===== config.mk =====
export PLATFORM = sky130hd
export DESIGN_NAME = modulo_varredura_16
export DESIGN_NICKNAME = d
export VERILOG_FILES = /design/src/rtl/modulo_varredura_16.sv
export SDC_FILE = /design/constraint.sdc
export NUM_CORES = 1
export LEC_CHECK = 0
export ABC_AREA = 1
export CORE_ASPECT_RATIO = 0.8
export CORE_MARGIN = 1.5
export CORE_UTILIZATION = 50
export DETAILED_ROUTE_END_ITERATION = 10
export PLACE_DENSITY = 0.78
export SLEW_MARGIN = 10
export SYNTH_ARGS = -nofsm -noshare
export SYNTH_HDL_FRONTEND = slang
export SYNTH_SLANG_ARGS = --single-unit

===== constraint.sdc =====
create_clock -name clk -period 4.1 [get_ports clk]
set_input_delay 0.41 -clock clk [delete_from_list [all_inputs] [get_ports clk]]
set_output_delay 0.41 -clock clk [all_outputs]
set_load 0.01 [all_outputs]

===== src/rtl/modulo_varredura_16.sv =====
// Round-robin scan controller for the 1:16 demux return line: dwells on each
// channel, debounces hits per channel and reports new activations over valid/ack.
module modulo_varredura_16 #(
    parameter int DWELL    = 4,
    parameter int DEBOUNCE = 2
) (
    input  logic       clk,
    input  logic       rst,
    input  logic       en,
    input  logic       scan_in,
    input  logic       evt_ack,
    output logic [3:0] dmx16_sel,
    output logic       evt_valid,
    output logic [3:0] evt_sel,
    output logic       evt_lost
);

    localparam int DW_W = $clog2(DWELL);
    localparam int DB_W = $clog2(DEBOUNCE + 1);

    localparam logic [DW_W-1:0] DWELL_LAST = DW_W'(DWELL - 1);
    localparam logic [DB_W-1:0] DB_MAX     = DB_W'(DEBOUNCE);
    localparam logic [DB_W-1:0] DB_ARM     = DB_W'(DEBOUNCE - 1);

    typedef enum logic {
        IDLE = 1'b0,
        SCAN = 1'b1
    } state_t;

    state_t          state_q;
    state_t          state_d;
    logic [DW_W-1:0] dwell_q;
    logic [DB_W-1:0] db_q [16];
    logic            sample;
    logic            fire;

    function automatic logic [DB_W-1:0] sat_inc(input logic [DB_W-1:0] v);
        return (v < DB_MAX) ? v + 1'b1 : DB_MAX;
    endfunction

    always_ff @(posedge clk) begin
        if (rst) state_q <= IDLE;
        else     state_q <= state_d;
    end

    always_comb begin
        state_d = state_q;
        case (state_q)
            IDLE:    if (en)  state_d = SCAN;
            SCAN:    if (!en) state_d = IDLE;
            default: state_d = IDLE;
        endcase
    end

    // An edge with en low abandons the slot, so it never samples.
    assign sample = (state_q == SCAN) && en && (dwell_q == DWELL_LAST);
    assign fire   = sample && scan_in && (db_q[dmx16_sel] == DB_ARM);

    always_ff @(posedge clk) begin
        if (rst) begin
            dwell_q   <= '0;
            dmx16_sel <= 4'd0;
        end else if (state_q == SCAN && en) begin
            if (dwell_q == DWELL_LAST) begin
                dwell_q   <= '0;
                dmx16_sel <= dmx16_sel + 4'd1;
            end else begin
                dwell_q <= dwell_q + 1'b1;
            end
        end else begin
            dwell_q <= '0;
        end
    end

    always_ff @(posedge clk) begin
        if (rst || state_q == IDLE) begin
            for (int i = 0; i < 16; i++) db_q[i] <= '0;
        end else if (sample) begin
            if (scan_in) db_q[dmx16_sel] <= sat_inc(db_q[dmx16_sel]);
            else         db_q[dmx16_sel] <= '0;
        end
    end

    // A fire on the same edge as an ack replaces the acknowledged event.
    always_ff @(posedge clk) begin
        if (rst) begin
            evt_valid <= 1'b0;
            evt_sel   <= 4'd0;
            evt_lost  <= 1'b0;
        end else if (fire) begin
            if (!evt_valid || evt_ack) begin
                evt_valid <= 1'b1;
                evt_sel   <= dmx16_sel;
            end else begin
                evt_lost <= 1'b1;
            end
        end else if (evt_ack) begin
            evt_valid <= 1'b0;
        end
    end

endmodule


==> results.py, run 1 <==
metrics = {
    "final_layout": {
        "num-nets-final": 321,
        "layout_commonest_cell": "nand2_1",
        "finalNonFillerCells": 372,
        "drive_gt1_share_pct": 7.05,
        "antennaDiodeCount": 0,
        "final_cell_mix": "80 x nand2_1, 50 x nor2_1, 45 x inv_1, 32 x edfxtp_1, 25 x nand3_1",
        "syn2layout_area_growth_pct": 11.3,
    },
    "yosys": {
        "syn_nets": 306,
        "synth_top_area_share_pct": 39.1,
        "netlist_instances": 296,
        "synthTopCellsByArea": "edfxtp_1 39%, dfxtp_1 14%, nand2_1 12%",
        "syn_area_per_cell_um2": 8.31,
        "seq_area_frac_synth_pct": 52.9,
        "yosys_warnings": 0,
        "yosysUniqueCellTypes": 22,
        "synth_top_area_cell": "edfxtp_1",
        "netlist_area_mm2": 0.00246,
        "synth_seq_cells": 49,
    },
    "clock_tree": {
        "clock-sinks": 49,
        "cts.path.max_buffers": 2,
        "cts_made_buffers": 5,
        "cts_setup_buffers": 0,
        "clockRootBuffer": "clkbuf_8",
        "cts-resized-gates": 0,
        "path_clk_slew_ps": 100,
        "clock_latency_ps": 300,
        "cts_max_level": 2,
        "cts_tree": "built",
        "hold_buffers": 0,
    },
    "power_and_ir_drop": {
        "leakage_uw": 0.00110,
        "peakVddDrop_v": 0.000206,
        "power_density_mw_per_mm2": 342,
        "p_sw_uw": 195,
        "p_total_uw": 935,
        "p_clk_share_pct": 38.3,
        "seq_power_share_pct": 57.4,
        "p_comb_share_pct": 4.3,
        "netSwitchingFraction_pct": 20.9,
        "p_int_uw": 740,
    },
    "critical_path": {
        "r2r-end": "db_q[2][1]",
        "r2r_setup_slack_ps": 1920,
        "crit_fanout": 17,
        "worst_ep_required_time_ps": 4140,
        "crit_path_start_kind": "flop",
        "worstPathArrival_ps": 2220,
        "worstSetupPathType": "reg -> reg",
        "critPathCaptureType": "flop",
        "reg2regPathDepth": 9,
    },
    "timing": {
        "layout_setup_ws_ps": 1920,
        "fmax_mhz": 458,
        "tns_ps": 0,
        "fin_crit_ps": 2180,
        "rsz0062_at_grt": "no",
        "finalHoldWorstSlack_ps": 427,
        "worstMarginPinSlew_ps": 697,
        "finClkSkew_ps": 11.3,
        "setup_viol": 0,
        "slew_headroom_pct": 53.4,
        "fin_crit_sh_pct": 53.3,
        "final-max-slew-violation-count": 0,
        "finalHoldViolCount": 0,
    },
    "placement": {
        "hpwl_mm": 3.73,
        "pre_cts_slack_ps": 1700,
        "place_inst": 364,
        "place_congestion": 0.885,
        "numPortBuffers": 14,
    },
    "flow_run": {
        "maxCapViolCount": 0,
    },
    "hold_path": {
        "min-delay-start": "dwell_q[0]",
        "worstHoldPathCells": 1,
        "holdCritPathClass": "reg -> reg",
        "holdPathEnd": "dwell_q[0]",
    },
    "global_route": {
        "grt_max_degree": 18,
        "gr-total-overflow": 0,
        "grt_pass1_vias": 1868,
        "antenna_found_initial": 0,
        "grt_pass1_wl_mm": 8.54,
        "track_usage_pct": 21.5,
    },
    "route": {
        "drtIter0Drc": 140,
        "avgRoutedWirePerCell_um": 13.6,
        "wl_mm": 5.08,
        "drt_pass1_iterations": 4,
        "drc": 0,
        "ant_nets": 0,
        "vias": 1925,
        "via_per_inst": 5.17,
    },
    "floorplanning": {
        "dieHeight_um": 65.7,
        "start_util_pct": 52.9,
        "core_mm2": 0.00465,
        "dieArea_mm2": 0.00535,
        "die_width_um": 81.4,
        "ios": 15,
        "std_cell_rows": 22,
    },
    "outcome": {
        "status": "finished, final reports clean",
    },
}
[synth_stat cells (all sizes together)]
cell,count
ha,5
nand4,6
inv,47
edfxtp,32
clkbuf,1
nand2,82
a21oi,13
dfxtp,17
buf,6
o21ai,5
nand3,27
nor2,55
[flip-flops by register name, indices dropped and copies added (netlist names), named ones only]
register,cells
dwell_q,2
state_q,1
evt_sel,4
evt_lost,1
evt_valid,1
dmx16_sel,4
db_q,32
[stage by stage]
stage | util [%] | cell area (um^2)
after floorplan | - | 2460
after detailed placement | 56.2 | 2610
after global placement | 56.2 | 2610
after global routing | 58.8 | 2740
final | 58.8 | 2740
after CTS | 58.8 | 2740
[cell type report]
type                    instances  area [um^2]
clock inverters                 1         5.00
clock buffers                   7          119
multi-input cells             193          903
fillers                       416         1910
well taps                      60         75.1
inverters                      47          186
flip-flops and latches         49         1300
repair buffers                 15          148
[power groups by stage]
stage | Clock (uW) | Sequential, uW | Combinational [uW]
floorplan | 0 | 547 | 29.9
global placement | 0 | 548 | 39.1
detailed placement | 0 | 549 | 40.0
CTS | 360 | 537 | 40.1
global route | 385 | 539 | 44.8
finish | 358 | 537 | 40.2
[worst max path at each step]
| stage | slack (ps) | end | from |
|---|---|---|---|
| floorplan | 2470 | db_q[0][1] | flop |
| global placement | 1740 | db_q[5][1] | en |
| detailed placement | 1700 | db_q[13][0] | en |
| CTS | 1900 | db_q[1][1] | flop |
| global route | 1710 | db_q[12][1] | flop |
| finish | 1920 | db_q[2][1] | flop |
[cell families after synthesis]
| kind of cell | synth area share, % |
|---|---|
| adders and majority gates | 2.54 |
| AOI/OAI and AO/OA | 4.12 |
| and+or+nand+nor | 30.1 |
| buffers and inverters | 10.3 |
| DFF | 52.9 |
[metal layers]
| metal | GRT usage (%) | part of all wire [%] | vias to the layer above |
|---|---|---|---|
| met5 | 0 | 0 | - |
| met1 | 28.7 | 47 | 912 |
| li1 | - | - | 964 |
| met4 | 7.11 | 1.8 | 0 |
| met3 | 5.28 | 3.2 | 10 |
| met2 | 34.1 | 48 | 39 |
[worst max-delay path, cell delays in order, from the launching register on]
cell,delay (ps)
dfxtp_1,780
inv_8,110
nand2_1,90
nand2_1,50
nand2_1,60
nand3_1,70
nand3_1,130
nand2_4,110
o21ai_4,410
nor2_1,90
(Power assumes the default switching activity.)
==> inputs of run 2 (changes only) <==
--- a/config.mk
+++ b/config.mk
@@ -10,7 +10,7 @@
 export CORE_MARGIN = 1.5
 export CORE_UTILIZATION = 50
 export DETAILED_ROUTE_END_ITERATION = 10
-export PLACE_DENSITY = 0.78
+export PLACE_DENSITY = 0.81
 export SLEW_MARGIN = 10
 export SYNTH_ARGS = -nofsm -noshare
 export SYNTH_HDL_FRONTEND = slang
==> constraint.sdc (replaced) <==
create_clock -name clk -period 1.9 [get_ports clk]
set_input_delay 0.19 -clock clk [delete_from_list [all_inputs] [get_ports clk]]
set_output_delay 0.19 -clock clk [all_outputs]
set_load 0.01 [all_outputs]
==> run 2 against run 1 <==
- combinational power increased by 150%
- sequential power increased by 120%
- sequential share of layout area decreased by 1.6 points
- count of clock-buffer cells in the layout decreased by 2
- design area increased by 3.4%
- die area unchanged
- worst hold slack improved by 3.4 ps
==> results.py, run 2 (synthesis results as in run 1) <==
metrics = {
    "outcome": {
        "status": "finished, final reports clean",
    },
    "critical_path": {
        "worstPathArrival_ps": 1830,
        "worst_ep_required_time_ps": 1960,
        "crit_fanout": 17,
        "crit_path_start_kind": "flop",
        "worstSetupPathType": "reg -> reg",
        "critPathCaptureType": "flop",
    },
    "clock_tree": {
        "clock_latency_ps": 310,
        "cts.path.max_buffers": 2,
        "clockRootBuffer": "clkbuf_8",
        "cts_max_level": 2,
        "path_clk_slew_ps": 90,
        "clock-sinks": 49,
        "cts_tree": "built",
        "hold_buffers": 0,
        "cts_setup_buffers": 0,
        "cts_made_buffers": 5,
        "cts-resized-gates": 0,
    },
    "final_layout": {
        "design_area_mm2": 0.00283,
        "largest_register_ffs": 32,
        "antennaDiodeCount": 0,
        "layout_commonest_cell": "nand2_1",
        "max_flop_register": "db_q",
        "reg.largest.list": "db_q: 32 flops, dmx16_sel: 4 flops, evt_sel: 4 flops",
        "seq_area_mm2": 0.00130,
        "final_util_pct": 60.8,
        "syn2layout_area_growth_pct": 15.1,
        "multi_input_area_um2": 903,
        "drive_gt1_share_pct": 10.7,
        "final_cell_mix": "80 x nand2_1, 50 x nor2_1, 45 x inv_1, 32 x edfxtp_1, 25 x nand3_1",
        "num-nets-final": 335,
        "n_fill_cell": 392,
    },
    "route": {
        "wl_mm": 5.14,
        "ant_nets": 0,
        "avgRoutedWirePerCell_um": 13.3,
        "via_per_inst": 5.19,
        "vias": 2003,
        "drc": 0,
        "drt_pass1_iterations": 4,
        "drtIter0Drc": 165,
    },
    "power_and_ir_drop": {
        "power_density_mw_per_mm2": 657,
        "peakVddDrop_v": 0.000310,
        "leakage_uw": 0.00115,
    },
    "global_route": {
        "grt_pass1_wl_mm": 8.34,
        "gr-total-overflow": 0,
        "track_usage_pct": 21.2,
        "grt_pass1_vias": 1855,
        "antenna_found_initial": 0,
        "grt_max_degree": 18,
    },
    "placement": {
        "hpwl_mm": 3.77,
        "placed_area_mm2": 0.00272,
        "place_congestion": 0.817,
        "numPortBuffers": 14,
    },
    "timing": {
        "setup_viol": 0,
        "fmax_mhz": 565,
        "fin_crit_ps": 1770,
        "worstMarginPinSlew_ps": 399,
        "tns_ps": 0,
        "final-max-slew-violation-count": 0,
        "finClkSkew_ps": 8.30,
        "rsz0062_at_grt": "no",
        "finalHoldViolCount": 0,
        "slew_headroom_pct": 73.3,
        "fin_crit_sh_pct": 93.1,
    },
    "flow_run": {
        "maxCapViolCount": 0,
    },
    "floorplanning": {
        "start_util_pct": 52.9,
        "ios": 15,
        "dieArea_mm2": 0.00535,
        "std_cell_rows": 22,
        "dieHeight_um": 65.7,
        "die_width_um": 81.4,
        "core_mm2": 0.00465,
    },
    "hold_path": {
        "min-delay-start": "en",
        "holdCritPathClass": "in -> reg",
    },
}
==> run 2: changes by cell type in the layout (fill, tap and decap cells not counted) <==
cell | before | now
buf_4 | 1 | 13
buf_12 | 0 | 2
clkinv_1 | 0 | 1
clkbuf_16 | 2 | 0
clkinv_4 | 0 | 1
==> run 2: per-stage QoR <==
step / setup slack (ps) / power, uW / hold slack (ps) / cells
final: 131 / 1860 / 431 / 386
after global routing: 51.4 / 1900 / 448 / 386
after CTS: 123 / 1850 / 432 / 385
after detailed placement: 50.9 / 1280 / 421 / 377
after global placement: 78.3 / 1270 / 411 / 377
after floorplan: 270 / 1250 / 262 / 296
==> run 2: report_power, final <==
part | leakage (uW) | internal (uW) | switching [uW]
combinational | 0.000597 | 38.0 | 61.9
clock | 0.0000455 | 255 | 346
sequential | 0.000511 | 1150 | 7.08
==> run 2: path summary, 6_finish.rpt <==
| path | depth (start not counted) | end | slack [ps] |
|---|---|---|---|
| max | 11 | db_q[11][1] | 130 |
| min | 3 | state_q | 430 |
| max reg2reg | 11 | db_q[11][1] | 130 |
| min reg2reg | 1 | dwell_q[0] | 430 |
==> run 2: worst max-delay path: stages, from the launching register on <==
cell and delay, ps:
dfxtp_1 370, buf_12 160, inv_8 60, nand2_1 60
nand2_1 50, nand2_1 50, nand3_1 110, nand3_2 160
nand2_2 90, o21ai_4 160, buf_4 190, nor2_1 60
==> run 2: layout make-up <==
type                    count  share of cell area, %
clock inverters             3                  0.619
repair buffers             29                   9.81
clock buffers               5                   2.43
flip-flops and latches     49                   46.0
inverters                  47                   6.59
multi-input cells         193                   31.9
well taps                  60                   2.65
==> run 2: routing by layer <==
layer,share of wire [%],GRT usage (%),vias to the layer above
li1,-,-,992
met5,0,0,-
met4,2.7,10.1,0
met2,47,33.8,76
met1,43,27.6,921
met3,6.6,4.31,14
==> inputs of run 3 (changes only) <==
--- a/config.mk
+++ b/config.mk
@@ -5,12 +5,13 @@
 export SDC_FILE = /design/constraint.sdc
 export NUM_CORES = 1
 export LEC_CHECK = 0
-export ABC_AREA = 1
+export CELL_PAD_IN_SITES_DETAIL_PLACEMENT = 1
+export CELL_PAD_IN_SITES_GLOBAL_PLACEMENT = 2
 export CORE_ASPECT_RATIO = 0.8
 export CORE_MARGIN = 1.5
-export CORE_UTILIZATION = 50
+export CORE_UTILIZATION = 36
 export DETAILED_ROUTE_END_ITERATION = 10
-export PLACE_DENSITY = 0.81
+export PLACE_DENSITY = 0.83
 export SLEW_MARGIN = 10
 export SYNTH_ARGS = -nofsm -noshare
 export SYNTH_HDL_FRONTEND = slang
==> constraint.sdc (replaced) <==
create_clock -name clk -period 1.6 [get_ports clk]
set_input_delay 0.16 -clock clk [delete_from_list [all_inputs] [get_ports clk]]
set_output_delay 0.16 -clock clk [all_outputs]
set_load 0.01 [all_outputs]
==> run 3 against run 2 <==
- the flow now finishes with violations (negative setup slack)
- power rose by 30%
- flip-flop and latch count did not move
- wire length rose by 19%
- largest cell class is now multi-input gates
- highest routed layer unchanged
==> results.py, run 3 <==
metrics = {
    "yosys": {
        "seq_area_frac_synth_pct": 54.0,
        "synthFlopType": "edfxtp_1",
        "synth_compound_area_share_pct": 1.92,
        "synth_edf_count": 32,
        "muxShareOfSynthArea_pct": 11.8,
        "syn_area_per_cell_um2": 12.2,
        "netlist_instances": 198,
        "synth_top_area_cell": "edfxtp_1",
        "yosysUniqueCellTypes": 38,
        "yosys_warnings": 0,
        "synthTopCellsByArea": "edfxtp_1 40%, dfxtp_1 14%, mux4_1 6.5%",
        "synth_seq_cells": 49,
        "synth_top_area_share_pct": 39.9,
        "synth_xor_xnor_area_share_pct": 1.09,
        "yosysMostFrequentCell": "edfxtp_1",
        "yosys.area_share.adder_pct": 2.60,
        "synth_common_cells": "32 x edfxtp_1, 31 x nor2_1, 28 x nand2_1",
        "synth_top_family_by_area": "simple AND/OR/NAND/NOR gates",
        "syn_nets": 208,
        "netlist_area_mm2": 0.00241,
        "yosys.area_share.simple_pct": 24.0,
        "synthArstFlopShare_pct": 0,
    },
    "power_and_ir_drop": {
        "peakVddDrop_v": 0.000471,
        "seq_power_share_pct": 57.1,
        "p_sw_uw": 508,
        "netSwitchingFraction_pct": 21.0,
        "p_int_uw": 1910,
        "power_density_mw_per_mm2": 707,
        "p_clk_share_pct": 36.2,
        "p_comb_share_pct": 6.8,
        "leakage_uw": 0.00128,
    },
    "clock_tree": {
        "clock_latency_ps": 310,
        "cts_made_buffers": 5,
        "hold_buffers": 0,
        "clockRootBuffer": "clkbuf_8",
        "cts_tree": "built",
        "clock-sinks": 49,
        "cts.path.max_buffers": 2,
        "cts_max_level": 2,
        "path_clk_slew_ps": 90,
    },
    "final_layout": {
        "final_util_pct": 53.2,
        "largest_register_ffs": 32,
        "drive_gt1_share_pct": 52.0,
        "max_flop_register": "db_q",
        "finalNonFillerCells": 340,
        "seq_area_mm2": 0.00131,
        "num-nets-final": 265,
        "syn2layout_area_growth_pct": 42.2,
        "n_fill_cell": 674,
        "reg.largest.list": "db_q: 32 flops, dmx16_sel: 4 flops, evt_sel: 4 flops",
        "antennaDiodeCount": 0,
        "layout_commonest_cell": "buf_4",
        "final_cell_mix": "38 x buf_4, 32 x edfxtp_1, 25 x nor2_1, 20 x nand2_4, 14 x clkdlybuf4s50_1",
        "multi_input_area_mm2": 0.00135,
    },
    "route": {
        "drtIter0Drc": 75,
        "wl_mm": 6.13,
        "highest_layer": "met4",
        "via_per_inst": 4.85,
        "ant_nets": 0,
        "drt_pass1_iterations": 4,
        "avgRoutedWirePerCell_um": 18.0,
        "route.met3.wl_um": 180,
        "wl_met2_mm": 3.17,
        "vias": 1648,
        "met1_length_mm": 2.67,
        "drc": 0,
    },
    "global_route": {
        "gr-total-overflow": 0,
        "grt_pass1_vias": 1762,
        "track_usage_pct": 17.5,
        "antenna_found_initial": 0,
        "grt_pass1_wl_mm": 9.27,
        "grt_max_degree": 16,
    },
    "timing": {
        "fin_crit_sh_pct": 138,
        "layout_setup_ws_ps": -606,
        "finalHoldWorstSlack_ps": 437,
        "final-max-slew-violation-count": 0,
        "fmax_mhz": 453,
        "slew_headroom_pct": 63.1,
        "fin_crit_ps": 2210,
        "finalHoldViolCount": 0,
        "setup_viol": 48,
        "rsz0062_at_grt": "yes",
        "worstMarginPinSlew_ps": 553,
        "finClkSkew_ps": 10.5,
    },
    "placement": {
        "hpwl_mm": 4.52,
        "place_congestion": 0.743,
        "pre_cts_slack_ps": -737,
        "numPortBuffers": 14,
        "place_inst": 326,
    },
    "critical_path": {
        "r2r-end": "db_q[13][0]",
        "critPathCaptureType": "flop",
        "crit_family": "multiplexers",
        "timing.critical_path.buf_inv": 1,
        "path_cells": "mux4_2 -> mux2_4 -> or3_4 -> a21bo_4 -> buf_12 -> nor2_4",
        "crit_path_start_kind": "flop",
        "critPathSlowestCell": "mux4_2",
        "worstPathArrival_ps": 2390,
        "worstSetupPathType": "reg -> reg",
        "worst_ep_required_time_ps": 1790,
        "r2r_setup_slack_ps": -610,
        "max_stage_delay_ps": 510,
        "crit_fanout": 8,
        "reg2regPathDepth": 6,
    },
    "floorplanning": {
        "die_width_um": 94.5,
        "dieArea_mm2": 0.00719,
        "ios": 15,
        "start_util_pct": 37.4,
        "std_cell_rows": 26,
        "core_mm2": 0.00644,
        "dieHeight_um": 76.2,
    },
    "hold_path": {
        "min-delay-start": "dwell_q[0]",
        "holdPathEnd": "dwell_q[0]",
        "holdCritPathClass": "reg -> reg",
        "worstHoldPathCells": 1,
    },
    "outcome": {
        "violations": "negative setup slack",
        "status": "complete, but fails checks",
    },
    "flow_run": {
        "maxCapViolCount": 0,
    },
}
[run 3: cell types whose count changed after synthesis, sizes merged, moves of 3 or more]
cell and change:
mux4 +8, and2 +3, nor2b +3, nand4 -5, o21ai -4, nor2 -14, clkbuf +5, mux2i +6
nand3 -18, inv -45, nand2b +10, nand2 -54, a21oi -11
[run 3: worst max path at each step]
stage	from	endpoint	slack, ps	depth (start not counted)
final	flop	db_q[13][0]	-610	6
after floorplan	flop	db_q[3][0]	-560	7
after global placement	flop	db_q[7][0]	-630	6
after detailed placement	flop	evt_sel[3]	-740	6
after CTS	flop	db_q[5][0]	-610	6
after global routing	flop	db_q[0][0]	-650	6
[run 3: layer usage]
layer | GRT usage [%] | vias to the layer above
li1 | - | 800
met1 | 22.2 | 814
met2 | 29.0 | 23
met3 | 4.19 | 11
met4 | 5.67 | 0
met5 | 0 | -
[run 3: what timing repair did]
| action | 4_1_cts | 5_1_grt |
|---|---|---|
| pin swaps | 12 | 17 |
| buffers inserted | 2 | 4 |
| resized for setup | 41 | 30 |
| gates cloned | 0 | 0 |
| endpoints found under the setup margin | 69 | 69 |
[run 3: through the flow]
step | total power (uW) | instance area (um^2) | setup TNS [ps]
6_report | 2420 | 3430 | -20660
5_1_grt | 2500 | 3430 | -24880
4_1_cts | 2430 | 3260 | -20680
3_5_place_dp | 1540 | 3000 | -29680
3_3_place_gp | 1540 | 3000 | -25900
2_1_floorplan | 1480 | 2520 | -17900
[run 3: final cells by class]
class                           count  share of cell area (%)
Clock buffer                        6                    2.12
Clock inverter                      2                    1.02
Inverter                            2                   0.219
Multi-Input combinational cell    136                    39.4
Sequential cell                    49                    38.2
Tap cell                           84                    3.07
Timing Repair Buffer               61                    15.9
[run 3: cell families (layout without fill, tap and decap cells)]
logic type / after synthesis / in the layout
buffers and inverters: 13 / 71
muxes: 16 / 16
AOI/OAI and AO/OA: 6 / 6
xor gates and xnor gates: 3 / 3
and+or+nand+nor: 106 / 106
DFF: 49 / 49
adders and majority gates: 5 / 5
[run 3: power by group through the flow]
stage | sequential (uW) | clock [uW] | combinational [uW]
detailed placement | 1410 | 0 | 132
finish | 1380 | 876 | 164
floorplan | 1400 | 0 | 80.5
global route | 1390 | 939 | 174
CTS | 1380 | 901 | 150
global placement | 1410 | 0 | 127
